$ cat src/rtl/frog_pkg.sv
// Shared types for the frog move path: direction codes and scheduler FSM states.
// Latency: n/a (types and constants only).
// Backpressure: n/a.
package frog_pkg;

    localparam int NUM_DIRS = 4;

    typedef enum logic [1:0] {
        DIR_UP    = 2'd0,
        DIR_DOWN  = 2'd1,
        DIR_LEFT  = 2'd2,
        DIR_RIGHT = 2'd3
    } dir_t;

    typedef enum logic [1:0] {
        S_IDLE     = 2'd0,
        S_ISSUE    = 2'd1,
        S_COOLDOWN = 2'd2
    } sched_state_t;

endpackage

$ cat src/rtl/move_scheduler_rr_arbiter4.sv
// Four-way round-robin pick: highest priority is the direction after the last grant.
// Latency: purely combinational.
// Backpressure: none; the caller decides when the grant is consumed.
module rr_arbiter4
    import frog_pkg::*;
(
    input  logic [NUM_DIRS-1:0] i_req,
    input  logic [1:0]          i_last,
    output logic [1:0]          o_grant,
    output logic                o_any_req
);

    logic [1:0] w_idx;

    // Scan from lowest to highest priority so the last hit is the winner.
    always_comb begin
        o_grant   = 2'd0;
        w_idx     = 2'd0;
        o_any_req = |i_req;
        for (int k = NUM_DIRS; k >= 1; k--) begin
            w_idx = i_last + 2'(k);
            if (i_req[w_idx]) begin
                o_grant = w_idx;
            end
        end
    end

endmodule

$ cat src/rtl/move_scheduler.sv
// Collects direction pulses, arbitrates round-robin, offers one move at a time with a cooldown.
// Latency: pulse sampled at edge k -> o_move_valid after edge k+1; moves spaced >= COOLDOWN+2 cycles.
// Backpressure: offer held stable until i_move_ready; MOVE_OPPOSITE_CANCEL_EN drops opposing same-cycle pairs.
module move_scheduler
    import frog_pkg::*;
#(
    parameter int COOLDOWN = 4
) (
    input  logic                i_clk,
    input  logic                i_rst_n,
    input  logic [NUM_DIRS-1:0] i_btn_pulse,
    input  logic                i_game_active,
    input  logic                i_move_ready,
    output logic                o_move_valid,
    output logic [1:0]          o_move_dir,
    output logic                o_busy
);

    localparam int CNT_W = (COOLDOWN > 0) ? $clog2(COOLDOWN + 1) : 1;

    sched_state_t        r_state;
    logic [NUM_DIRS-1:0] r_pending;
    logic [1:0]          r_rr_last;
    logic [CNT_W-1:0]    r_cnt;
    logic                r_move_valid;
    dir_t                r_move_dir;
    logic                r_busy;

    logic [NUM_DIRS-1:0] w_set;
    logic [NUM_DIRS-1:0] w_clr;
    logic                w_handshake;
    logic [1:0]          w_grant;
    logic                w_any_req;

    assign o_move_valid = r_move_valid;
    assign o_move_dir   = r_move_dir;
    assign o_busy       = r_busy;

    assign w_handshake = (r_state == S_ISSUE) && r_move_valid && i_move_ready;

    rr_arbiter4 u_arb (
        .i_req     (r_pending),
        .i_last    (r_rr_last),
        .o_grant   (w_grant),
        .o_any_req (w_any_req)
    );

    // New requests from this cycle's pulses, optionally dropping opposing pairs.
    always_comb begin
        w_set = i_btn_pulse;
`ifdef MOVE_OPPOSITE_CANCEL_EN
        if (i_btn_pulse[DIR_UP] && i_btn_pulse[DIR_DOWN]) begin
            w_set[DIR_UP]   = 1'b0;
            w_set[DIR_DOWN] = 1'b0;
        end
        if (i_btn_pulse[DIR_LEFT] && i_btn_pulse[DIR_RIGHT]) begin
            w_set[DIR_LEFT]  = 1'b0;
            w_set[DIR_RIGHT] = 1'b0;
        end
`endif
    end

    // The direction just transferred is retired from the pending set.
    always_comb begin
        w_clr = '0;
        if (w_handshake) begin
            w_clr[r_move_dir] = 1'b1;
        end
    end

    // Pending flags: clear first, then set, so a same-edge repeat press survives.
    always_ff @(posedge i_clk or negedge i_rst_n) begin
        if (!i_rst_n) begin
            r_pending <= '0;
        end else if (!i_game_active) begin
            r_pending <= '0;
        end else begin
            r_pending <= (r_pending & ~w_clr) | w_set;
        end
    end

    // Scheduler FSM with registered valid/dir/busy; a flush overrides every state.
    always_ff @(posedge i_clk or negedge i_rst_n) begin
        if (!i_rst_n) begin
            r_state      <= S_IDLE;
            r_rr_last    <= 2'd3;
            r_cnt        <= '0;
            r_move_valid <= 1'b0;
            r_move_dir   <= DIR_UP;
            r_busy       <= 1'b0;
        end else if (!i_game_active) begin
            r_state      <= S_IDLE;
            r_cnt        <= '0;
            r_move_valid <= 1'b0;
            r_busy       <= 1'b0;
        end else begin
            case (r_state)
                S_IDLE: begin
                    if (w_any_req) begin
                        r_state      <= S_ISSUE;
                        r_move_dir   <= dir_t'(w_grant);
                        r_move_valid <= 1'b1;
                        r_busy       <= 1'b1;
                    end
                end
                S_ISSUE: begin
                    if (w_handshake) begin
                        r_move_valid <= 1'b0;
                        r_rr_last    <= r_move_dir;
                        if (COOLDOWN == 0) begin
                            r_state <= S_IDLE;
                            r_busy  <= 1'b0;
                        end else begin
                            r_state <= S_COOLDOWN;
                            r_cnt   <= CNT_W'(COOLDOWN);
                        end
                    end
                end
                S_COOLDOWN: begin
                    if (r_cnt <= CNT_W'(1)) begin
                        r_state <= S_IDLE;
                        r_busy  <= 1'b0;
                        r_cnt   <= '0;
                    end else begin
                        r_cnt <= r_cnt - CNT_W'(1);
                    end
                end
                default: begin
                    r_state      <= S_IDLE;
                    r_move_valid <= 1'b0;
                    r_busy       <= 1'b0;
                end
            endcase
        end
    end

endmodule

$ cat config.mk
export PLATFORM = sky130hd
export DESIGN_NAME = move_scheduler
export DESIGN_NICKNAME = d
export VERILOG_FILES = /design/src/rtl/frog_pkg.sv /design/src/rtl/move_scheduler_rr_arbiter4.sv /design/src/rtl/move_scheduler.sv
export SDC_FILE = /design/constraint.sdc
export NUM_CORES = 1
export LEC_CHECK = 0
export CORE_UTILIZATION = 40
export DETAILED_ROUTE_END_ITERATION = 10
export PLACE_DENSITY = 0.61
export SYNTH_ARGS = -nofsm -noshare
export SYNTH_HDL_FRONTEND = slang
export SYNTH_SLANG_ARGS = --single-unit
$ cat constraint.sdc
create_clock -name i_clk -period 1.8 [get_ports i_clk]
set_input_delay 0.36 -clock i_clk [delete_from_list [all_inputs] [get_ports i_clk]]
set_output_delay 0.36 -clock i_clk [all_outputs]
set_load 0.03 [all_outputs]
# [After elaboration in Yosys (flattened, before gate mapping)]
# Index checks and enable logic that the tools add are counted.
[totals] regBits=15 latch_bits=0 ramBits=0 mem_bits_ro=0 input_bits=8 output_inout_bits=4 wordCells=72 n_memories=0
[op_classes] addsub=4 multipliers=0 div_mod_pow=0 n_lt_le_gt_ge=7 n_eq_ne=8 shifts=0 muxes=32 bitwise_logic=3 n_reduce_logical=11
[op_table] cell="$mux W2" n=8
[op_table] cell="$lt A2 B3 Y1 const B" n=5
[op_table] cell="$reduce_and A3 Y1" n=5
[op_table] cell="$mux W1" n=10
[op_table] cell="$mux W3" n=3
[op_table] cell="$bmux W1 S2" n=4
[op_table] cell="$mux W4" n=2
[op_table] cell="$ne A3 B3 Y1 const B" n=2
[op_table] cell="$pmux W1 S3" n=2
[op_table] cell="$pmux W2 S3" n=1
[op_table] cell="$pmux W3 S2" n=1
[op_table] cell="$add A2 B2 Y2 const B" n=2
[op_table] cell="$and A4 B4 Y4" n=1
[op_table] cell="$ne A2 B2 Y1 const B" n=2
[op_table] cell="$not A4 Y4" n=1
[op_table] cell="$or A4 B4 Y4" n=1
[op_table] cell="$reduce_or A4 Y1" n=1
[op_table] cell="$le A3 B1 Y1 const B" n=1
[op_table] cell="$logic_and A1 B1 Y1" n=3
[op_table] cell="$ne A3 B1 Y1 const B" n=1
[op_table] cell="$ne A3 B2 Y1 const B" n=1
[op_table] cell="$sub A3 B1 Y3 const B" n=1
[op_table] cell="$add A2 B1 Y2 const B" n=1
[op_table] cell="$demux W1 S2" n=1
[op_table] cell="5 further kinds" n=5

# [Logic depth before layout (Yosys ltp)]
# Gate-level depths: netlist of the first run.
[depth] depth_word=9 mapped_depth=6 depth_no_buf=6

# [By module]
# From an unflattened synthesis of the first run, not the netlist that was laid out.
[unflattened] hier_cells=79 area_unflattened_um2=815.8
[modules_own_cells] module="move_scheduler" n_inst=1 cells_per_inst=65 area_per_inst_um2=724.4 seq_area_each_um2=377.9
[modules_own_cells] module="rr_arbiter4" n_inst=1 cells_per_inst=14 area_per_inst_um2=91.3 seq_area_each_um2=0.0

# [Worst setup path before layout of the first run]
# OpenSTA, ideal clock, no wires.
[synth_path] kind="reg-to-reg" from="register r_move_valid, in the netlist o_move_valid" to="register r_rr_last[0]" setup_time_ps=82 arrival_ps=1219 t_required_ps=1718 path_slack_ps=499 stages_incl_launch_ff=5 path_buffers=1 period_less_slack_ps=1301 cell_sequence="dfrtp_1 -> and4b_1 -> buf_6 -> nand2_4 -> mux2_4"
[synth_between] elab_chain_cells=3
[synth_rtl] element="start: declaration" line_no="move_scheduler.sv:25" text="logic r_move_valid;"
[synth_rtl] element="start signal: assignment" line_no="move_scheduler.sv:88" text="r_move_valid <= 1'b0;"
[synth_rtl] element="start signal: assignment" line_no="move_scheduler.sv:94" text="r_move_valid <= 1'b0;"
[synth_rtl] element="start signal: assignment" line_no="move_scheduler.sv:102" text="r_move_valid <= 1'b1;"
[synth_rtl] element="$logic_and A1 B1 Y1 (2 in series)" line_no="move_scheduler.sv:39" text="assign w_handshake = (r_state == S_ISSUE) && r_move_valid && i_move_ready;"
[synth_rtl] element="$reduce_and A3 Y1 (no source line)"
[synth_rtl] element="end signal: assignment" line_no="move_scheduler.sv:109" text="r_rr_last <= r_move_dir;"
[synth_rtl] element="end: declaration" line_no="move_scheduler.sv:23" text="logic [1:0] r_rr_last;"
# No other way between the ends.
# A chain may end at the register's enable or synchronous reset.

# [Worst setup path after layout of the first run]
[layout_path] from="register r_busy, in the netlist o_busy" to="output o_busy"
[layout_lines] element="start: declaration" line_no="move_scheduler.sv:27" text="logic r_busy;"
[layout_lines] element="start signal: assignment" line_no="move_scheduler.sv:90" text="r_busy <= 1'b0;"
[layout_lines] element="start signal: assignment" line_no="move_scheduler.sv:95" text="r_busy <= 1'b0;"
[layout_lines] element="start signal: assignment" line_no="move_scheduler.sv:103" text="r_busy <= 1'b1;"
[layout_lines] element="end: declaration" line_no="move_scheduler.sv:16" text="output logic o_busy"
# No word-level cell between the ends.

==> impl_metrics.csv, run 1 <==
group,metric,value,unit
status,status,"finished clean",
critical_path,critical_path_buf_inv_count,1,
synth,synth_cell_types,40,
timing,final.setup.tns,0,ps
cells_and_area,final_cells,118,
timing,tightest_slew,379,ps
critical_path,critPathSlowestCell,"clkdlybuf4s50_1",
synth,avgSynthCellArea,10.6,um2
critical_path,path_delay_family,"buffers and inverters",
clocking,clk_path_buf_depth,2,
timing,slew_headroom,74.5,%
critical_path,end_kind,"output pin",
synth,synth_seq_cells,15,
place,place.gp.congestion,0.818,
clocking,h-tree-depth,1,
floorplanning,dieWidth,47.2,um
floorplanning,num_io_pins,12,
global_route,antenna_found_initial,0,
critical_path,critPathArrivalTime,1340,ps
clocking,clk_pin_slew_worst_paths,90,ps
power_and_ir_drop,pwr-share-seq,49.4,%
synth,netlist_area,817,um2
power_and_ir_drop,power_density,989,nW/um2
routing,drt_iter0_markers,17,
place,dp.cells,114,
synth,synthArstFlopShare,100,%
routing,drt_wl_total,1670,um
timing,fin_crit,1700,ps
floorplanning,die_height,47.2,um
timing,skew,6.07,ps
power_and_ir_drop,power.net_switching,337,uW
critical_path,worst_ep_required_time,1440,ps
synth,synthMuxAreaShare,3.06,%
synth,synth_edf_count,0,
synth,synth_top_family_by_area,"compound AO/OA/AOI/OAI gates",
clocking,numCtsBuffers,3,
synth,synth_fa_ha_area_share,3.06,%
routing,final_antenna_net_count,0,
floorplanning,initial_core_util,44.9,%
power_and_ir_drop,leakagePower,0.440,nW
routing,drc_errors,0,
cells_and_area,nFillCells,179,
synth,synth-simple-area-share,16.4,%
power_and_ir_drop,p_comb_share,31.7,%
timing,fmaxAchievable,590,MHz
critical_path,worstSetupPathType,"reg2out",
clocking,clkSinkCount,15,
clocking,clkLatencyLatePin,280,ps
critical_path,cp_slowest_stage_delay,680,ps
min_path,hold_path.class,"in2async",
routing,vias_per_cell,5.40,
cells_and_area,nNetsFinal,104,
global_route,grt_pass1_wl,2760,um
cells_and_area,area_delta_synth_final,22.1,%
power_and_ir_drop,ir_worst_vdd,524,uV
global_route,grt_max_degree,16,
synth,synthCells,77,
floorplanning,core_area,1820,um2
timing,final-setup-viol-count,0,
critical_path,crit_fanout,3,
timing,rsz0062_at_grt,"no",
timing,timing.final.crit_share,94.2,%
clocking,cts_root_buf,"clkbuf_4",
floorplanning,dieArea,2230,um2
synth,yosys_warnings,0,
cells_and_area,layout-drive-gt1-share,15.1,%
routing,vias,637,
timing,worst_slack,104,ps
place,post-place-ws,61.0,ps
global_route,grt_pass1_vias,628,
global_route,grt_overflow_total,0,
critical_path,cp_cell_sequence,"clkdlybuf4s50_1",
routing,drt-wirelength-per-cell,14.2,um
power_and_ir_drop,clkPwrFrac,18.9,%
synth,synth_compound_area_share,26.2,%
timing,finalHoldViolCount,0,
cells_and_area,final-seq-area,378,um2
place,dp_hpwl,1260,um
critical_path,start_kind,"flip-flop",
power_and_ir_drop,sw_frac_of_total,34.1,%
cells_and_area,multi_input_area,398,um2
job,maxCapViolCount,0,
cells_and_area,n_antenna_cell,0,
clocking,cts_tree,"done",
timing,final_max_slew_viol_count,0,
synth,syn-num-nets,87,
synth,synthXorXnorAreaFrac,0,%
power_and_ir_drop,intPower,650,uW
synth,synthFlopType,"dfrtp_1",
place,port_buffers,11,
synth,synth_seq_area_share,46.2,%
routing,drt_pre_antenna_iters,4,
power_and_ir_drop,finalPower,986,uW
floorplanning,rows,15,
global_route,track_usage,18.4,%
[registers in the layout, summed over array words and instances, names as in the netlist]
name	flops
r_rr_last	2
r_cnt	3
o_busy	1
o_move_dir	2
r_pending	4
o_move_valid	1
r_state	2
[cells by family (layout without fill, tap and decap cells)]
| family | after synthesis | count (layout) |
|---|---|---|
| flip-flops | 15 | 15 |
| adder cells (fa/ha/maj) | 2 | 2 |
| buffers and inverters | 9 | 25 |
| multiplexers | 2 | 2 |
| AND/OR/NAND/NOR | 21 | 21 |
| AO/OA/AOI/OAI | 28 | 28 |
[placed cells by master (no fill, tap or decap), types with 2 or more instances in the layout]
cell type / n
ha_1: 2
a21oi_1: 2
nand2_1: 5
nand3_1: 2
clkdlybuf4s50_1: 9
o31a_1: 2
a22o_1: 2
dfstp_2: 2
a31oi_1: 2
dfrtp_1: 13
buf_4: 3
o21ai_1: 4
inv_1: 7
o21a_1: 4
dlymetal6s2s_1: 2
clkbuf_4: 3
nand2b_1: 2
nor2_1: 2
[Yosys cell counts, types with 2 or more instances]
cell	instances	area share [%]
o21a_1	4	3.7
nand3_1	2	1.2
o21ai_1	4	2.5
a22o_1	2	2.1
o31a_1	2	2.1
nor2_1	2	0.92
a31oi_1	2	1.5
nand2_1	5	2.3
ha_1	2	3.1
inv_1	7	3.2
dfrtp_1	13	40
dfstp_2	2	6.4
nand2b_1	2	1.5
a21oi_1	2	1.2
[metrics by stage]
stage	instance area [um2]	utilization (%)	hold WS, ps
after floorplan	817	-	64.4
after global placement	966	53.1	501
after detailed placement	966	53.1	511
after CTS	992	54.5	399
after global routing	997	54.8	400
final	997	54.8	385
[routing by layer]
metal | vias up | wire (um) | global-route usage, % | part of all wire (%)
li1 | 315 | - | - | -
met2 | 18 | 748 | 28.6 | 45
met3 | 2 | 96 | 7.31 | 5.7
met1 | 302 | 815 | 23.8 | 49
met5 | - | 0 | 0 | 0
met4 | 0 | 12 | 5.14 | 0.72
[timing repair]
item                                    CTS  global route
hold buffers                              0             0
endpoints found under the setup margin    0             2
buffers inserted                          0             0
gates resized for setup                   0             2
[power groups by stage]
stage	registers [mW]	logic (mW)	clock network, mW
after global placement	0.491	0.311	0
after global routing	0.495	0.340	0.218
final	0.487	0.312	0.187
after CTS	0.486	0.316	0.190
after detailed placement	0.493	0.315	0
after floorplan	0.531	0.138	0
[worst paths after layout]
kind | startpoint | end | slack, ps | cells after the start
min in group i_clk | r_rr_last[1] | r_rr_last[1] | 520 | 2
max reg2reg | r_cnt[1] | r_cnt[1] | 350 | 6
min | i_rst_n | r_state[0] | 380 | 2
min reg2reg | r_rr_last[1] | r_rr_last[1] | 520 | 2
max in group asynchronous | i_rst_n | r_rr_last[1] | 1180 | 2
max | o_busy | o_busy | 100 | 1
[layout make-up]
class / instances / share of cell area (%)
multi-input combinational: 53 / 39.9
sequential: 15 / 37.9
timing repair buffer: 14 / 13.8
tap: 25 / 3.14
clock buffer: 4 / 2.63
inverter: 7 / 2.63
(Power assumes the default switching activity.)
==> inputs of run 2 (changes only) <==
--- a/config.mk
+++ b/config.mk
@@ -5,6 +5,7 @@
 export SDC_FILE = /design/constraint.sdc
 export NUM_CORES = 1
 export LEC_CHECK = 0
+export ABC_CLOCK_PERIOD_IN_PS = 1800
 export CORE_UTILIZATION = 40
 export DETAILED_ROUTE_END_ITERATION = 10
 export PLACE_DENSITY = 0.61
==> results of run 2 <==
The final DEF is identical to that of run 1; final timing and power are the same.
==> edit, RTL diff (flow settings as in run 2) <==
Change the parameter `COOLDOWN` from 4 to 2.
--- a/src/rtl/move_scheduler.sv
+++ b/src/rtl/move_scheduler.sv
@@ -4,7 +4,7 @@
 module move_scheduler
     import frog_pkg::*;
 #(
-    parameter int COOLDOWN = 4
+    parameter int COOLDOWN = 2
 ) (
     input  logic                i_clk,
     input  logic                i_rst_n,
Behaviour: not the same (a bounded check fails within 10 cycles, from zero or initial values and one cycle with i_rst_n low).
==> edit against run 2 <==
Critical path depth is the same; power grew 1.7%; synthesized area shrank 11%; clock skew shrank 4.1 ps; cell area shrank 5.4%; setup slack gained 9.6 ps; sequential cell count shrank 1; via count shrank 2.7%; core utilization shrank 0.14 points; hold slack gained 5.0 ps; routed wire length shrank 4.1%; critical path type unchanged; largest power group unchanged.
==> edit: results (changes against run 2) <==
outcome completed (unchanged); Worst VDD drop 0.000459 V (was 0.000524 V); Iter 0 DRT Violations 19 (was 17); largest net degree at the start of global routing 15 (was 16); Hold WS 390 ps (was 385 ps); CTS root buf clkbuf_4 (unchanged); Int Power 668 uW (was 650 uW); FF-to-FF Start r_pending[1]$_DFF_PN0_ (was r_cnt[1]$_DFFE_PN0P_); Gate Count Post-Synth 71 (was 77); Placed Area 907 sq um (was 966 sq um); Static Leak 0.000402 uW (was 0.000440 uW); met3 Track Usage GR 0.0480 (was 0.0731); total track usage 0.197 (was 0.184); P per Cell Area 1060 nW/um^2 (was 989 nW/um^2); Setup Skew 1.99 ps (was 6.07 ps); r2r setup slk 300 ps (was 350 ps); worst reg2reg path endpoint o_busy$_DFFE_PN0P_ (was r_cnt[1]$_DFFE_PN0P_); first-pass GRT wire length 2.77 mm (was 2.76 mm); vias per cell 5.39 (was 5.40); highest routed layer met4 (unchanged); GR Util met2 0.312 (was 0.286); synthesized net count 79 (was 87); met3 wire length 42 um (was 96 um); Place WS 61.0 ps (about the same); fin nets 99 (was 104); met1 Use GR 0.268 (was 0.238); layout cells sized above 1 0.189 (was 0.151); DP Wirelength 1.14 mm (was 1.26 mm); Gate power share 0.290 (was 0.317); area of the multi-input gates 357 sq um (was 398 sq um); gpl congestion 0.734 (was 0.818); wire per inst 13.9 um (was 14.2 um); Synth cell types 31 (was 40); placed cells 111 (was 114); Clock Power Share 0.222 (was 0.189); commonest cells in the synthesized netlist dfrtp_1, o21ai_0, a21oi_1, a31oi_1, nor2b_1 (was dfrtp_1, inv_1, nand2_1); synth top area cells dfrtp_1, dfstp_2, mux2_2, a31oi_1, o21ai_0 (was dfrtp_1, dfstp_2, o21a_1, inv_1, ha_1); Reg2Reg Depth 3 (was 6); worst slew pin tran 359 ps (was 379 ps); Final Cycle Share 0.937 (was 0.942); sequential fraction of the synthesis area 0.484 (was 0.462); M1 wire length 774 um (was 815 um)
[edit: cell count changes in the layout (fill, tap and decap cells not counted), moves of 3 or more]
cell,change
o21ai_0,+6
inv_1,-4
nand2_1,-4
o21ai_1,-4
a21oi_1,+3
a31oi_1,+3
buf_4,+3
mux2_2,+3
nor2b_1,+3
o21a_1,-3
[edit: final cells by class]
type,count,share of cell area
clock buffer,4,0.0385
sequential,14,0.374
timing repair buffer,17,0.164
multi-input combinational,52,0.378
tap,25,0.0332
inverter,3,0.0119
[edit: repair_timing]
item	CTS	global route
pin swaps	0	0
hold buffers	0	0
gates resized for setup	2	1
buffers inserted	0	0
endpoints found under the hold margin	0	0
endpoints found under the setup margin	2	1
[edit: cell families after synthesis]
kind of cell / count (synthesis) / share of synthesized area
flip-flops: 14 / 0.484
AO/OA/AOI/OAI: 25 / 0.225
AND/OR/NAND/NOR: 23 / 0.204
buffers and inverters: 5 / 0.0274
multiplexers: 4 / 0.0600
